`config.mk`:
```
export PLATFORM = sky130hd
export DESIGN_NAME = update_unpack_x8
export DESIGN_NICKNAME = d
export VERILOG_FILES = /design/src/rtl/update_unpack_x8.sv
export SDC_FILE = /design/constraint.sdc
export NUM_CORES = 2
export LEC_CHECK = 0
export CORE_ASPECT_RATIO = 0.9
export CORE_MARGIN = 2
export CORE_UTILIZATION = 25
export DETAILED_ROUTE_END_ITERATION = 6
export PLACE_DENSITY = 0.44
export SLEW_MARGIN = 30
export SYNTH_ARGS = -nofsm -noshare
export SYNTH_HDL_FRONTEND = slang
export SYNTH_SLANG_ARGS = --single-unit
```
`constraint.sdc`:
```
create_clock -name clk -period 27.4 [get_ports clk]
set_input_delay 6.85 -clock clk [delete_from_list [all_inputs] [get_ports clk]]
set_output_delay 6.85 -clock clk [all_outputs]
set_load 0.03 [all_outputs]
```
`src/rtl/update_unpack_x8.sv`:
```
// Rate-adapting unpacker: buffers up to two packed update lines and emits
// left-aligned beats sized by the consumer's per-cycle word request.
module update_unpack_x8 #(
  parameter int unsigned W     = 64,
  parameter int unsigned LANES = 8
) (
  input  logic                   clk,
  input  logic                   rst,
  input  logic [W*LANES-1:0]     in_word,
  input  logic [LANES-1:0]       in_valid_mask,
  input  logic                   in_last,
  output logic                   in_ready,
  input  logic [$clog2(LANES):0] out_req,
  output logic [W*LANES-1:0]     out_word,
  output logic [LANES-1:0]       out_valid_mask,
  output logic                   out_last
);
  localparam int unsigned CW = $clog2(LANES) + 1;
  localparam int unsigned LW = $clog2(LANES);
  typedef logic [CW-1:0] cnt_t;
  typedef logic [LW-1:0] lane_t;

  logic [W-1:0] s0_data [LANES];
  logic [W-1:0] s1_data [LANES];
  cnt_t         s0_cnt, s1_cnt, rd_ptr;
  logic         s0_full, s0_last, s1_full, s1_last;
  logic         in_ready_q;

  logic [W-1:0]       in_lanes [LANES];
  cnt_t               in_cnt;
  logic               in_run;
  cnt_t               req_c, avail0, avail1, grant, take0, take1;
  logic [CW:0]        avail;
  lane_t              idx;
  logic               s0_retire, s1_consumed, s0_keep, s1_shift, accept;
  logic [W*LANES-1:0] beat_word;
  logic [LANES-1:0]   beat_mask;
  logic               beat_last;

  assign in_ready = in_ready_q && !rst;
  assign accept   = in_ready && ((in_cnt != '0) || in_last);

  // Input word count is the run of leading ones; anything after the first 0 is ignored.
  always_comb begin
    in_cnt = '0;
    in_run = 1'b1;
    for (int unsigned i = 0; i < LANES; i++) begin
      in_lanes[i] = in_word[(LANES-1-i)*W +: W];
      if (in_run && in_valid_mask[LANES-1-i]) in_cnt = in_cnt + 1'b1;
      else                                    in_run = 1'b0;
    end
  end

  always_comb begin
    req_c       = (out_req > cnt_t'(LANES)) ? cnt_t'(LANES) : out_req;
    avail0      = s0_full ? cnt_t'(s0_cnt - rd_ptr) : '0;
    avail1      = (s0_full && !s0_last && s1_full) ? s1_cnt : '0;
    avail       = {1'b0, avail0} + {1'b0, avail1};
    grant       = ({1'b0, req_c} < avail) ? req_c : avail[CW-1:0];
    take0       = (grant < avail0) ? grant : avail0;
    take1       = grant - take0;
    // A last-tagged empty head has avail0 = 0, so it retires with the marker beat.
    s0_retire   = s0_full && (take0 == avail0);
    s1_consumed = s1_full && (s1_cnt != '0) && (take1 == s1_cnt);
    s0_keep     = s0_full && !s0_retire;
    s1_shift    = s0_retire && s1_full && !s1_consumed;
    beat_last   = (s0_retire && s0_last) || (s1_consumed && s1_last);
    beat_mask   = '0;
    beat_word   = '0;
    idx         = '0;
    for (int unsigned j = 0; j < LANES; j++) begin
      if (cnt_t'(j) < grant) begin
        beat_mask[LANES-1-j] = 1'b1;
        if (cnt_t'(j) < take0) begin
          idx = lane_t'(rd_ptr + cnt_t'(j));
          beat_word[(LANES-1-j)*W +: W] = s0_data[idx];
        end else begin
          idx = lane_t'(cnt_t'(j) - take0);
          beat_word[(LANES-1-j)*W +: W] = s1_data[idx];
        end
      end
    end
  end

  always_ff @(posedge clk) begin
    if (rst) begin
      s0_full        <= 1'b0;
      s0_cnt         <= '0;
      s0_last        <= 1'b0;
      s1_full        <= 1'b0;
      s1_cnt         <= '0;
      s1_last        <= 1'b0;
      rd_ptr         <= '0;
      in_ready_q     <= 1'b0;
      out_word       <= '0;
      out_valid_mask <= '0;
      out_last       <= 1'b0;
    end else begin
      out_word       <= beat_word;
      out_valid_mask <= beat_mask;
      out_last       <= beat_last;
      if (s0_retire) begin
        s0_full <= s1_shift;
        s0_cnt  <= s1_cnt;
        s0_last <= s1_last;
        rd_ptr  <= take1;
        s1_full <= 1'b0;
      end else begin
        rd_ptr  <= rd_ptr + take0;
      end
      // New line lands in the first slot still occupied-free after this cycle's drain.
      if (accept) begin
        if (s0_keep || s1_shift) begin
          s1_full <= 1'b1;
          s1_cnt  <= in_cnt;
          s1_last <= in_last;
        end else begin
          s0_full <= 1'b1;
          s0_cnt  <= in_cnt;
          s0_last <= in_last;
          rd_ptr  <= '0;
        end
      end
      in_ready_q <= !(s0_keep && s1_full) && !(accept && (s0_keep || s1_shift));
    end
  end

  always_ff @(posedge clk) begin
    if (s0_retire) s0_data <= s1_data;
    if (accept) begin
      if (s0_keep || s1_shift) s1_data <= in_lanes;
      else                     s0_data <= in_lanes;
    end
  end

endmodule

```
==> out/qor.csv <==
metric;value;unit
Overall Power;0.01677;W
YS warnings;0;
# IOs;1049;
Setup CP Type;input pin to output pin;
Die ar.;364400;sq um
predominant post-synthesis flop cell;dfxtp_1;
CTS clock-pin slew for the worst setup and hold paths;50;ps
CP startpoint kind;input pin;
run status;finished with violations;
CTS root buf;clkbuf_16;
IO buf count;1048;
Row Count;208;
FILL cells;35870;
max-slew violation count;0;
routed vias/inst;5.572;
Seq/Total Area, Yosys;40.49;%
routed wire length;453300;um
r2r startpoint;rd_ptr[1]$_SDFF_PP0_;
fin crit share;56.92;%
RD Place Congestion;0.8652;
Worst-Margin Slew;1117;ps
Sink Count;1562;
H-tree depth;4;
pwr/cell area;149.4;nW/um^2
Final Util;31.40;%
CTS Buf Count;194;
register-to-register path setup slack;16140;ps
largest net degree at the start of global routing;157;
EDFF count, synth;512;
synthesized flop and latch total;1562;
Hold Crit Class;flop to flop;
wire per inst;33.66;um
Crit. End Element;output pin;
IR drop worst, VDD;0.1297;mV
# hold bufs at CTS;0;
hold_sp;s1_last$_SDFFE_PP0P_;
worst r2r path cells;30;
commonest non-fill, non-tap cell in the layout;nand2_1;
All-Layer GR Usage;23.87;%
Congestion Overflow GR;0;
hold path cells;2;
synth unique cells;71;
# nets final;9104;
final hold slack;501.1;ps
share of cells above drive strength 1;26.69;%
Tmin final;15600;ps
Clock Skew;56.38;ps
Async S/R FF share, synth;0;%
Mapped Nets;8428;
first-iteration detailed-routing DRC count;8119;
commonest non-fill, non-tap cells in the layout;1,110 x nand2_1, 1,048 x clkdlybuf4s50_1, 1,047 x dfxtp_1;
DR pass1 iterations;7;
via count;75040;
failing checks;DRC;
Syn Area/Cell;11.42;sq um
Die Width;636.1;um
Final Setup Violations;0;
global-route wire length before repair;616400;um
Starting Density;25.16;%
fmax;64.12;MHz
synthesized cell area;89880;sq um
reg-to-reg endpoint;s1_data[477]$_DFFE_PP_;
Area growth syn-to-layout;24.82;%
critical path required time;20550;ps
Fin Setup TNS;0;ps
dpl hpwl;302700;um
post-CTS resize count;0;
initial antenna violation count;97;
DRC Markers;3;
placed insts;13070;
clk_lat worst skew;900;ps
count of maximum capacitance violations;0;
CORE AREA;357300;sq um
Final ANT Viol Nets;0;
final hold violations;0;
unrepaired setup endpoints after global routing;no;
leakage power;40.15;nW
vias in the first global route;73080;
worst-path maximum fanout;17;
Worst Hold End;out_last$_SDFF_PP0_;
Max transition margin;25.57;%
CTS Buffer Depth;4;
crit path DAT;8750;ps
Synth Instances;7868;
Layout Cells excl Fill;13470;
Die Span Y;572.8;um
CTS tree;yes;
post-CTS setup buffer count;0;
[stage by stage]
stage,worst slack [ps],instance area [sq um]
after global routing,11680,112200
after global placement,11230,105000
final,11800,112200
after detailed placement,11510,105200
after floorplan,5075,89890
after CTS,11800,112000
[critical path, stage by stage]
cell             delay (ps)
clkdlybuf4s50_1         820
nor2b_1                 330
clkdlybuf4s50_1         740
[report_power, final]
part           total [W]  switching [W]  internal [W]  leakage, nW
Clock            0.00278        0.00115       0.00163         3.32
Sequential       0.00390       0.000798       0.00310         13.3
Combinational     0.0101        0.00599       0.00411         23.5
Total             0.0168        0.00793       0.00883         40.1
[state kept, by name (all words and copies together) (netlist names)]
signal	cells
s0_last	1
out_word	512
s0_data	512
rd_ptr	4
s1_cnt	4
out_valid_mask	8
s1_last	1
in_ready_q	1
s0_full	1
s0_cnt	4
s1_full	1
out_last	1
s1_data	512
[how the worst max path moves through the flow]
stage | to | start | depth (start not counted) | slack [ps]
floorplan | s1_data[0]$_DFFE_PP_ | out_req[3] | 25 | 5070
global placement | s1_data[415]$_DFFE_PP_ | out_req[3] | 25 | 11230
detailed placement | s1_data[351]$_DFFE_PP_ | out_req[3] | 24 | 11510
CTS | in_ready | rst | 3 | 11800
global route | in_ready | rst | 3 | 11680
finish | in_ready | rst | 3 | 11800
[kinds of logic (layout without fill, tap and decap cells)]
| group | Yosys count | count (layout) | synth area share [%] |
|---|---|---|---|
| xor+xnor | 23 | 23 | 0.2700 |
| fa+ha+maj | 33 | 33 | 0.4844 |
| other cells | 0 | 33 | 0 |
| simple gates | 1928 | 1928 | 8.917 |
| mux | 2327 | 2327 | 37.36 |
| buf+inv | 764 | 1606 | 3.504 |
| compound gates | 1231 | 1231 | 8.970 |
| flops | 1562 | 1562 | 40.49 |
[final cells by class]
| type | instances | area (sq um) | area share [%] |
|---|---|---|---|
| multi-input combinational | 5542 | 50720 | 45.21 |
| clock inverter | 102 | 1297 | 1.157 |
| inverter | 39 | 190.2 | 0.1695 |
| tap | 4725 | 5912 | 5.270 |
| timing repair buffer | 1205 | 12080 | 10.76 |
| antenna | 33 | 82.58 | 0.07361 |
| clock buffer | 260 | 5509 | 4.910 |
| sequential | 1562 | 36410 | 32.45 |
[synthesized netlist by cell type (25+ instances only)]
cell type / count / share of area (%)
dfxtp_1: 1050 / 23
mux2_4: 227 / 3.8
a31oi_1: 25 / 0.17
buf_2: 63 / 0.35
nand2_1: 1114 / 4.7
nor2b_1: 32 / 0.22
o22ai_1: 41 / 0.29
inv_1: 33 / 0.14
buf_1: 87 / 0.36
a21oi_1: 280 / 1.6
a211oi_1: 236 / 2.0
nand3_1: 171 / 0.95
mux2i_1: 542 / 6.0
mux2_2: 917 / 11
ha_1: 30 / 0.42
clkbuf_1: 548 / 2.3
nor2_1: 395 / 1.6
nor3_1: 71 / 0.40
o211ai_1: 111 / 0.93
o311ai_0: 48 / 0.47
o32ai_1: 41 / 0.40
buf_6: 27 / 0.34
edfxtp_1: 512 / 17
o21ai_0: 276 / 1.5
mux4_2: 640 / 16
a311oi_1: 68 / 0.66
and3_1: 68 / 0.47
or3_1: 48 / 0.33
a221oi_1: 42 / 0.41
[metal layers]
layer / vias to the layer above / part of all wire (%) / global-route usage [%] / wire, um
li1: 31300 / - / - / -
met5: - / 0.091 / 0 / 412
met2: 4388 / 45 / 36.84 / 202400
met4: 62 / 7.3 / 15.87 / 32890
met3: 1024 / 8.4 / 5.369 / 38020
met1: 38270 / 40 / 29.84 / 179600
Note: power is estimated with default switching activity, not from simulation.
